File: src/rtl/keypad_scan_ctrl.sv
// ---------------------------------------------------------------------------
// keypad_scan_ctrl
//
// Scan sequencer for a 4x4 active-low matrix keypad. One column is driven
// low at a time. The row inputs are synchronised and then sampled once per
// scan tick. Presses and releases must stay stable for DEBOUNCE_TICKS ticks
// before they are accepted. The debounced key appears on key_code/key_valid,
// and key_event pulses once for each accepted press.
//
// Ports
//   clk_internal  in   1  system clock
//   rst_n         in   1  asynchronous, active-low reset
//   row_in        in   4  keypad rows, active-low, asynchronous to the clock
//   col_out       out  4  column drive, active-low, exactly one bit low
//   key_code      out  4  hex code of the debounced key (holds after release)
//   key_valid     out  1  high while a debounced key is held
//   key_event     out  1  one-cycle pulse when a new press is accepted
//   scan_active   out  1  high while the columns are rotating
// ---------------------------------------------------------------------------
module keypad_scan_ctrl #(
    parameter int SCAN_DIV       = 12000,
    parameter int DEBOUNCE_TICKS = 20
) (
    input  logic       clk_internal,
    input  logic       rst_n,
    input  logic [3:0] row_in,
    output logic [3:0] col_out,
    output logic [3:0] key_code,
    output logic       key_valid,
    output logic       key_event,
    output logic       scan_active
);

    localparam int TICK_W = (SCAN_DIV > 1) ? $clog2(SCAN_DIV) : 1;
    localparam int CNT_W  = $clog2(DEBOUNCE_TICKS + 1);

    localparam logic [TICK_W-1:0] TICK_LAST = TICK_W'(SCAN_DIV - 1);
    localparam logic [TICK_W-1:0] TICK_ONE  = TICK_W'(1);
    localparam logic [CNT_W-1:0]  CNT_DONE  = CNT_W'(DEBOUNCE_TICKS);
    localparam logic [CNT_W-1:0]  CNT_ONE   = CNT_W'(1);

    localparam logic [1:0] ST_SCAN      = 2'd0;
    localparam logic [1:0] ST_DEB_PRESS = 2'd1;
    localparam logic [1:0] ST_HELD      = 2'd2;
    localparam logic [1:0] ST_DEB_REL   = 2'd3;

    logic [3:0]        rs_meta;
    logic [3:0]        rs;
    logic [TICK_W-1:0] tick_cnt;
    logic              tick;
    logic [1:0]        state;
    logic [CNT_W-1:0]  cnt;
    logic [CNT_W-1:0]  cnt_next;
    logic [1:0]        trk_row;
    logic [1:0]        trk_col;
    logic [1:0]        col_idx;
    logic [1:0]        low_row;
    logic [3:0]        col_rot;

    // Keypad legend: row0 {1,2,3,A}, row1 {4,5,6,B}, row2 {7,8,9,C},
    // row3 {E(*),0,F(#),D}.
    function automatic logic [3:0] map_key(input logic [1:0] r, input logic [1:0] c);
        logic [3:0] code;
        case ({r, c})
            4'h0:    code = 4'h1;
            4'h1:    code = 4'h2;
            4'h2:    code = 4'h3;
            4'h3:    code = 4'hA;
            4'h4:    code = 4'h4;
            4'h5:    code = 4'h5;
            4'h6:    code = 4'h6;
            4'h7:    code = 4'hB;
            4'h8:    code = 4'h7;
            4'h9:    code = 4'h8;
            4'hA:    code = 4'h9;
            4'hB:    code = 4'hC;
            4'hC:    code = 4'hE;
            4'hD:    code = 4'h0;
            4'hE:    code = 4'hF;
            default: code = 4'hD;
        endcase
        return code;
    endfunction

    // Rows are asynchronous to the clock. The synchroniser resets to
    // "nothing pressed" so that no press is seen during reset release.
    always_ff @(posedge clk_internal or negedge rst_n) begin
        if (!rst_n) begin
            rs_meta <= 4'hF;
            rs      <= 4'hF;
        end else begin
            rs_meta <= row_in;
            rs      <= rs_meta;
        end
    end

    // Free-running scan-tick divider. A column change lands on a tick edge,
    // so the rows get almost a full period to settle before the next sample.
    always_ff @(posedge clk_internal or negedge rst_n) begin
        if (!rst_n) begin
            tick_cnt <= '0;
        end else if (tick) begin
            tick_cnt <= '0;
        end else begin
            tick_cnt <= tick_cnt + TICK_ONE;
        end
    end

    assign tick = (tick_cnt == TICK_LAST);

    // Decode the column currently driven, pick the lowest pulled-down row,
    // and precompute the rotated column pattern and the saturating counter.
    always_comb begin
        col_idx = 2'd0;
        case (col_out)
            4'b1101: col_idx = 2'd1;
            4'b1011: col_idx = 2'd2;
            4'b0111: col_idx = 2'd3;
            default: col_idx = 2'd0;
        endcase

        low_row = 2'd3;
        if (!rs[0]) begin
            low_row = 2'd0;
        end else if (!rs[1]) begin
            low_row = 2'd1;
        end else if (!rs[2]) begin
            low_row = 2'd2;
        end

        col_rot  = {col_out[2:0], col_out[3]};
        cnt_next = (cnt == CNT_DONE) ? cnt : cnt + CNT_ONE;
    end

    // Debounce FSM. It only moves on tick cycles. key_event defaults to low
    // every cycle, so each acceptance gives exactly one pulse. In DEB_REL a
    // bounce back to pressed restarts the release count. It does not return
    // to HELD, so the same press never fires a second event.
    always_ff @(posedge clk_internal or negedge rst_n) begin
        if (!rst_n) begin
            state     <= ST_SCAN;
            cnt       <= '0;
            trk_row   <= 2'd0;
            trk_col   <= 2'd0;
            col_out   <= 4'b1110;
            key_code  <= 4'h0;
            key_valid <= 1'b0;
            key_event <= 1'b0;
        end else begin
            key_event <= 1'b0;
            if (tick) begin
                case (state)
                    ST_SCAN: begin
                        if (rs != 4'hF) begin
                            trk_row <= low_row;
                            trk_col <= col_idx;
                            if (DEBOUNCE_TICKS == 1) begin
                                state     <= ST_HELD;
                                cnt       <= CNT_DONE;
                                key_code  <= map_key(low_row, col_idx);
                                key_valid <= 1'b1;
                                key_event <= 1'b1;
                            end else begin
                                state <= ST_DEB_PRESS;
                                cnt   <= CNT_ONE;
                            end
                        end else begin
                            col_out <= col_rot;
                        end
                    end
                    ST_DEB_PRESS: begin
                        if (!rs[trk_row]) begin
                            cnt <= cnt_next;
                            if (cnt_next == CNT_DONE) begin
                                state     <= ST_HELD;
                                key_code  <= map_key(trk_row, trk_col);
                                key_valid <= 1'b1;
                                key_event <= 1'b1;
                            end
                        end else begin
                            state   <= ST_SCAN;
                            cnt     <= '0;
                            col_out <= col_rot;
                        end
                    end
                    ST_HELD: begin
                        if (rs[trk_row]) begin
                            if (DEBOUNCE_TICKS == 1) begin
                                state     <= ST_SCAN;
                                cnt       <= '0;
                                key_valid <= 1'b0;
                                col_out   <= col_rot;
                            end else begin
                                state <= ST_DEB_REL;
                                cnt   <= CNT_ONE;
                            end
                        end
                    end
                    default: begin
                        if (rs[trk_row]) begin
                            cnt <= cnt_next;
                            if (cnt_next == CNT_DONE) begin
                                state     <= ST_SCAN;
                                cnt       <= '0;
                                key_valid <= 1'b0;
                                col_out   <= col_rot;
                            end
                        end else begin
                            cnt <= CNT_ONE;
                        end
                    end
                endcase
            end
        end
    end

    assign scan_active = (state == ST_SCAN);

endmodule

File: config.mk
export PLATFORM = sky130hd
export DESIGN_NAME = keypad_scan_ctrl
export DESIGN_NICKNAME = d
export VERILOG_FILES = /design/src/rtl/keypad_scan_ctrl.sv
export SDC_FILE = /design/constraint.sdc
export NUM_CORES = 1
export LEC_CHECK = 0
export BUFFER_PORTS_ARGS = -buffer_cell sky130_fd_sc_hd__buf_2
export CAP_MARGIN = 20
export CORE_AREA = 2 2 69 71
export CTS_BUF_LIST = sky130_fd_sc_hd__clkbuf_2 sky130_fd_sc_hd__clkbuf_4 sky130_fd_sc_hd__clkbuf_8
export CTS_CLUSTER_DIAMETER = 100
export DETAILED_ROUTE_END_ITERATION = 16
export DIE_AREA = 0 0 71 73
export PLACE_DENSITY = 0.72
export SETUP_SLACK_MARGIN = 0.02
export SLEW_MARGIN = 10
export SYNTH_ARGS = -nofsm -noshare
export SYNTH_HDL_FRONTEND = slang
export SYNTH_SLANG_ARGS = --single-unit
File: constraint.sdc
create_clock -name clk_internal -period 3.9 [get_ports clk_internal]
set_input_delay 0.39 -clock clk_internal [delete_from_list [all_inputs] [get_ports clk_internal]]
set_output_delay 0.39 -clock clk_internal [all_outputs]
set_load 0.05 [all_outputs]
==> flow_summary.json, run 1 <==
{
  "dieArea_sq_um": 5180,
  "clkLatencyLatePin_ns": 0.29,
  "postSynthAreaPerCell_sq_um": 11.4,
  "diodes": 0,
  "cts_buffer_depth": 2,
  "cts_tree": "built",
  "status": "finished clean",
  "synth_edf_count": 0,
  "met2WireLength_microns": 1760,
  "place_congestion": 0.821,
  "rows": 25,
  "hp-class": "in2reg",
  "layout-drive-gt1-share": 0.272,
  "io_pins": 17,
  "critical-path-top-delay-family": "compound AO/OA/AOI/OAI gates",
  "route.top_layer_used": "met4",
  "rrSetupSlack_ns": 1.36,
  "cts.sinks": 43,
  "synth_most_common_cell": "dfrtp_1",
  "max-cap-violations": 0,
  "wl_met3_microns": 95,
  "fill_cells": 373,
  "pwr-share-seq": 0.518,
  "start_util": 0.525,
  "fp.dieW_microns": 71,
  "tightest_slew_ns": 0.916,
  "crit_buf_inv": 1,
  "first_global_vias": 1541,
  "fmax_mhz": 394,
  "yosys.area.top_type": "dfrtp_1",
  "postRouteAntennaNets": 0,
  "setup_viol": 0,
  "grt_max_degree": 44,
  "hpwl_microns": 2750,
  "htree_num_levels": 2,
  "routed_wl_microns": 3750,
  "crit_path_start": "cnt[0]",
  "required_ns": 4.08,
  "crit_path_top_delay_cell": "a2111oi_4",
  "final.setup.tns_ns": 0,
  "intPower_uw": 713,
  "period_needed_ns": 2.54,
  "via_per_inst": 5.52,
  "crit_path_start_kind": "flip-flop",
  "cts_setup_buffers": 0,
  "yosysWarnings": 0,
  "seq_area_frac_synth": 0.458,
  "coreArea_sq_um": 4540,
  "timing.rr.start": "cnt[0]",
  "hold_ws_ns": 0.190,
  "initialDrtViolationCount": 91,
  "numPortBuffers": 16,
  "pwr-share-clk": 0.465,
  "synthCells": 209,
  "grt_pass1_wl_microns": 6910,
  "timing.rr.end": "col_out[0]",
  "critPathArrivalTime_ns": 2.72,
  "syn_nets": 228,
  "path_cells": "inv_1 -> ha_1 -> nand3b_4 -> o31a_1 -> a2111oi_4 -> o311a_2 -> mux2_4",
  "synth_top_flop_cell": "dfrtp_1",
  "relSlewSlack": 0.389,
  "drt_drc_violations_left": 0,
  "pwr-share-comb": 0.016,
  "hold_violations": 0,
  "finClkSkew_ns": 0.00532,
  "drt_first_pass_iters": 4,
  "cts.clk_slew.worst_paths_ns": 0.08,
  "overflow": 0,
  "ys_types": 57,
  "swShare": 0.189,
  "fin_crit_sh": 0.650,
  "cts_hold_buf": 0,
  "syn_area_sq_um": 2380,
  "cts_made_buffers": 5,
  "cts_root_buffer": "clkbuf_8",
  "ys_top_cells_by_count": "32 x dfrtp_1, 17 x nor2_1, 13 x ha_1",
  "slew_viol_final": 0,
  "cts-resized-gates": 0,
  "antenna_found_initial": 0,
  "criticalPathCategory": "reg2reg",
  "wl_met1_microns": 1850,
  "vias": 1556,
  "wl_per_cell_microns": 13.3,
  "p_per_area_nw_per_um2": 336,
  "peakVddDrop_uv": 253,
  "rsz0062_at_grt": "false",
  "ff2ff_path_depth": 7,
  "yosysTopAreaCellShare": 0.336,
  "switching_power_uw": 166,
  "power.leakage_uw": 0.00119,
  "grt_usage": 0.168,
  "syn_to_final_growth_pct": 9.93,
  "synthTopCellsByArea": "dfrtp_1 34%, dfstp_2 12%, ha_1 6.8%, mux2_4 5.7%, xor2_1 3.3%",
  "end_kind": "flip-flop",
  "crit_cells": 7,
  "synth_seq_cells": 43,
  "max_stage_delay_ns": 0.60,
  "crit_end": "col_out[0]",
  "path_max_fanout": 7,
  "nets": 246,
  "ys_async_sr_fraction": 1.00,
  "die_h_microns": 73
}
## per-stage QoR
| stage | power [uW] | area [sq um] | setup WS, ns | util | cells |
|---|---|---|---|---|---|
| after detailed placement | 479 | 2480 | 1.34 | 0.547 | 274 |
| after global placement | 479 | 2480 | 1.39 | 0.547 | 274 |
| final | 878 | 2620 | 1.36 | 0.577 | 282 |
| after floorplan | 467 | 2380 | 1.60 | - | 209 |
| after CTS | 891 | 2620 | 1.32 | 0.577 | 282 |
| after global routing | 913 | 2620 | 1.11 | 0.577 | 282 |
## cell families (layout without fill, tap and decap cells)
kind of cell,Yosys count,in the layout,synth area share
AOI/OAI and AO/OA,36,36,0.115
xor gates and xnor gates,15,15,0.0552
adders and majority gates,13,13,0.0683
buffers and inverters,17,36,0.0384
DFF,43,43,0.458
muxes,14,14,0.0841
and+or+nand+nor,71,71,0.181
## power by group through the flow
stage          registers [uW]  logic (uW)  clock network (uW)
3_3_place_gp              464        15.2                   0
5_1_grt                   456        17.2                 439
4_1_cts                   455        15.2                 420
6_report                  455        14.5                 409
2_1_floorplan             463        3.53                   0
3_5_place_dp              464        15.2                   0
## final cells by class
cell class / instances / area, sq um / share of cell area
clock buffers: 5 / 68.8 / 0.0263
clock inverters: 3 / 66.3 / 0.0253
inverters: 12 / 45.0 / 0.0172
multi-input cells: 149 / 1200 / 0.458
flip-flops and latches: 43 / 1090 / 0.416
well taps: 54 / 67.6 / 0.0258
repair buffers: 16 / 80.1 / 0.0306
## worst min-delay path by stage
stage,end,from,cells after the start
2_1_floorplan,cnt[0],rst_n,0
3_3_place_gp,rs[1],rs_meta[1],0
3_5_place_dp,rs[2],rs_meta[2],0
4_1_cts,rs_meta[0],row_in[0],1
5_1_grt,rs_meta[0],row_in[0],1
6_report,rs_meta[3],row_in[3],1
## cells in the final DEF (no fill, tap or decap), types with 2 or more instances in the layout
master	count
buf_2	16
dfrtp_1	32
nand2_1	12
a21o_1	2
mux2_4	9
nand4_1	5
nor3_1	3
or2_2	2
nor3b_1	3
xor2_1	9
mux2i_1	2
or3_1	2
inv_1	12
and3_2	2
nand3_1	9
clkbuf_8	5
dfstp_2	11
bufinv_16	2
nor2_1	17
xnor2_1	6
o21ai_0	7
a21oi_1	9
ha_1	13
nand2b_1	4
## metal layers
layer,GRT usage,up-vias
met2,0.260,19
met1,0.235,751
met3,0.0304,5
li1,-,781
met5,0,-
met4,0.0734,0
## state kept, by name, summed over array words and instances, names as in the netlist
register,flops
cnt,5
col_out,4
key_code,4
key_event,1
key_valid,1
rs,4
rs_meta,4
state,2
tick_cnt,14
trk_col,2
trk_row,2
## worst reg2reg max path, delay by kind of cell, from the launching register on
family                   cells  cell delay, ns
AND/OR/NAND/NOR              1            0.09
multiplexers                 1            0.31
flip-flops                   1            0.45
AO/OA/AOI/OAI                3            1.23
adder cells (fa/ha/maj)      1            0.23
buffers and inverters        1            0.11
No activity file was read; power rests on OpenSTA's default activity.
==> run 2: changes to the inputs <==
--- a/config.mk
+++ b/config.mk
@@ -5,6 +5,7 @@
 export SDC_FILE = /design/constraint.sdc
 export NUM_CORES = 1
 export LEC_CHECK = 0
+export ABC_AREA = 1
 export BUFFER_PORTS_ARGS = -buffer_cell sky130_fd_sc_hd__buf_2
 export CAP_MARGIN = 20
 export CORE_AREA = 2 2 69 71
@@ -12,7 +13,7 @@
 export CTS_CLUSTER_DIAMETER = 100
 export DETAILED_ROUTE_END_ITERATION = 16
 export DIE_AREA = 0 0 71 73
-export PLACE_DENSITY = 0.72
+export PLACE_DENSITY = 0.75
 export SETUP_SLACK_MARGIN = 0.02
 export SLEW_MARGIN = 10
 export SYNTH_ARGS = -nofsm -noshare
==> constraint.sdc (replaced) <==
create_clock -name clk_internal -period 2.12 [get_ports clk_internal]
set_input_delay 0.212 -clock clk_internal [delete_from_list [all_inputs] [get_ports clk_internal]]
set_output_delay 0.212 -clock clk_internal [all_outputs]
set_load 0.05 [all_outputs]
==> run 2 against run 1 <==
Clock skew rose by 0.0030 ns. Synthesized cell count up 31%. Die area did not move. Critical endpoint unchanged. Largest cell class is now flip-flops and latches.
==> flow_summary.json, run 2 <==
{
  "overflow": 0,
  "wl_per_cell_microns": 12.0,
  "grt_pass1_wl_microns": 7540,
  "postRouteAntennaNets": 0,
  "hpwl_microns": 3230,
  "status": "finished clean",
  "htree_num_levels": 2,
  "drt_first_pass_iters": 4,
  "final_common_cell": "nand2_1",
  "timing.rr.start": "rs[1]",
  "hp-class": "in2async",
  "first_global_vias": 1711,
  "fin_util": 0.584,
  "grt_max_degree": 39,
  "timing.rr.end": "col_out[0]",
  "start_util": 0.520,
  "cts_made_buffers": 5,
  "met2WireLength_microns": 2020,
  "routed_wl_microns": 4250,
  "synth_top_flop_cell": "dfrtp_1",
  "tightest_slew_ns": 0.818,
  "crit_path_start_kind": "flip-flop",
  "yosysWarnings": 0,
  "cts_root_buffer": "clkbuf_8",
  "p_per_area_nw_per_um2": 570,
  "end_kind": "flip-flop",
  "relSlewSlack": 0.455,
  "antenna_found_initial": 0,
  "synthTopCellsByArea": "dfrtp_1 34%, dfstp_2 12%, nand2_1 7.6%, ha_1 6.9%, inv_1 5.3%",
  "peakVddDrop_uv": 539,
  "synthCells": 273,
  "via_per_inst": 5.15,
  "largest_reg_flops": 14,
  "vias": 1829,
  "regMostFlops": "tick_cnt",
  "synth_edf_count": 0,
  "power.leakage_uw": 0.00128,
  "finClkSkew_ns": 0.00835,
  "hold_ws_ns": 0.00460,
  "cts_setup_buffers": 0,
  "die_h_microns": 73,
  "final.setup.tns_ns": 0,
  "critPathArrivalTime_ns": 2.03,
  "ys_types": 33,
  "ys_async_sr_fraction": 1.00,
  "diodes": 0,
  "route.top_layer_used": "met4",
  "cts_tree": "built",
  "syn_nets": 292,
  "crit_path_top_delay_cell": "dfstp_2",
  "fill_cells": 383,
  "finalPower_uw": 1510,
  "dieArea_sq_um": 5180,
  "cts_buffer_depth": 2,
  "ys_top_cells_by_count": "48 x nand2_1, 33 x inv_1, 32 x dfrtp_1",
  "cts.sinks": 43,
  "initialDrtViolationCount": 82,
  "fmax_mhz": 541,
  "wl_met3_microns": 175,
  "rsz0062_at_grt": "false",
  "synth_seq_cells": 43,
  "synth_most_common_cell": "nand2_1",
  "layout_common_cells": "48 x nand2_1, 32 x inv_1, 32 x dfrtp_1, 21 x nor2_1, 17 x nand3_1",
  "cts.clk_slew.worst_paths_ns": 0.08,
  "wl_met1_microns": 2000,
  "fp.dieW_microns": 71,
  "nets": 319,
  "slew_viol_final": 0,
  "path_max_fanout": 7,
  "ff2ff_path_depth": 9,
  "criticalPathCategory": "reg2reg",
  "postSynthAreaPerCell_sq_um": 8.63,
  "seq_area_frac_synth": 0.462,
  "rrSetupSlack_ns": 0.27,
  "top_regs": "tick_cnt x14, cnt x5",
  "post-place-ws_ns": 0.144,
  "place_congestion": 0.853,
  "coreArea_sq_um": 4540,
  "setup_viol": 0,
  "required_ns": 2.30,
  "period_needed_ns": 1.85,
  "grt_usage": 0.185,
  "rows": 25,
  "hold_violations": 0,
  "yosys.area.top_type": "dfrtp_1",
  "numPortBuffers": 16,
  "drt_drc_violations_left": 0,
  "clkLatencyLatePin_ns": 0.29,
  "worst_slack_ns": 0.271,
  "max-cap-violations": 0,
  "layout-drive-gt1-share": 0.252,
  "syn_area_sq_um": 2360,
  "syn_to_final_growth_pct": 12.3,
  "fin_crit_sh": 0.872,
  "max_stage_delay_ns": 0.54,
  "io_pins": 17,
  "path_cells": "nand2_1 -> nand3_1 -> nand2_2 -> ha_1 -> or2_2 -> nor4_4 -> nand2_2 -> nand2_1 -> o21ai_1",
  "yosysTopAreaCellShare": 0.340
}
[run 2: cell types whose count changed after synthesis, moves of 4 or more]
cell      change
nor2_1        +4
xor2_1        -6
nor2_2        +6
nand2_1      +36
mux2_4        -9
o21ai_1      +10
inv_2        +12
nand2b_1      -4
nand3_1       +8
o21ai_0       +7
nor3_1        +4
inv_1        +21
xnor2_1       -6
[run 2: worst max-delay path by stage]
stage | startpoint | end | depth (start not counted)
after global routing | cnt[0] | key_code[1] | 12
after CTS | rs[1] | col_out[0] | 9
final | rs[1] | col_out[0] | 9
after global placement | rs[1] | col_out[0] | 9
after detailed placement | rs[1] | col_out[0] | 9
after floorplan | rs[1] | col_out[0] | 9
[run 2: per-layer routing]
metal,vias up,GRT usage
li1,945,-
met1,843,0.244
met2,36,0.296
met3,5,0.0525
met4,0,0.0587
met5,-,0
[run 2: per-stage QoR]
stage	instances	area, sq um
2_1_floorplan	273	2360
4_1_cts	354	2640
3_5_place_dp	346	2520
6_report	355	2650
3_3_place_gp	346	2520
5_1_grt	355	2650
[run 2: area by class of cell]
type                            count  area (sq um)  share of cell area
Sequential cell                    43          1090               0.412
Multi-Input combinational cell    182          1080               0.408
Inverter                           47           176              0.0666
Timing Repair Buffer               21           120              0.0454
Clock buffer                        7          83.8              0.0317
Tap cell                           54          67.6              0.0255
Clock inverter                      1          30.0              0.0113
[run 2: kinds of logic (layout without fill, tap and decap cells)]
group / Yosys count / in the layout / share of synthesized area
buffers and inverters: 48 / 76 / 0.0796
DFF: 43 / 43 / 0.462
AOI/OAI and AO/OA: 44 / 44 / 0.106
and+or+nand+nor: 122 / 122 / 0.272
xor gates and xnor gates: 3 / 3 / 0.0111
adders and majority gates: 13 / 13 / 0.0690
[run 2: timing repair]
item	in CTS	in global routing
setup endpoints to repair	0	4
hold endpoints to repair	0	1
resized for setup	0	1
hold buffers	0	1
[run 2: where the power goes]
part / internal [uW] / total (uW) / switching (uW)
clock network: 378 / 640 / 262
logic: 9.41 / 32.1 / 22.7
registers: 834 / 838 / 4.14
[run 2: worst max-delay path, delay by kind of cell, from the launching register on]
kind / cells / cell delay (ns)
AND/OR/NAND/NOR: 7 / 0.93
AO/OA/AOI/OAI: 1 / 0.06
adder cells (fa/ha/maj): 1 / 0.20
flip-flops: 1 / 0.54
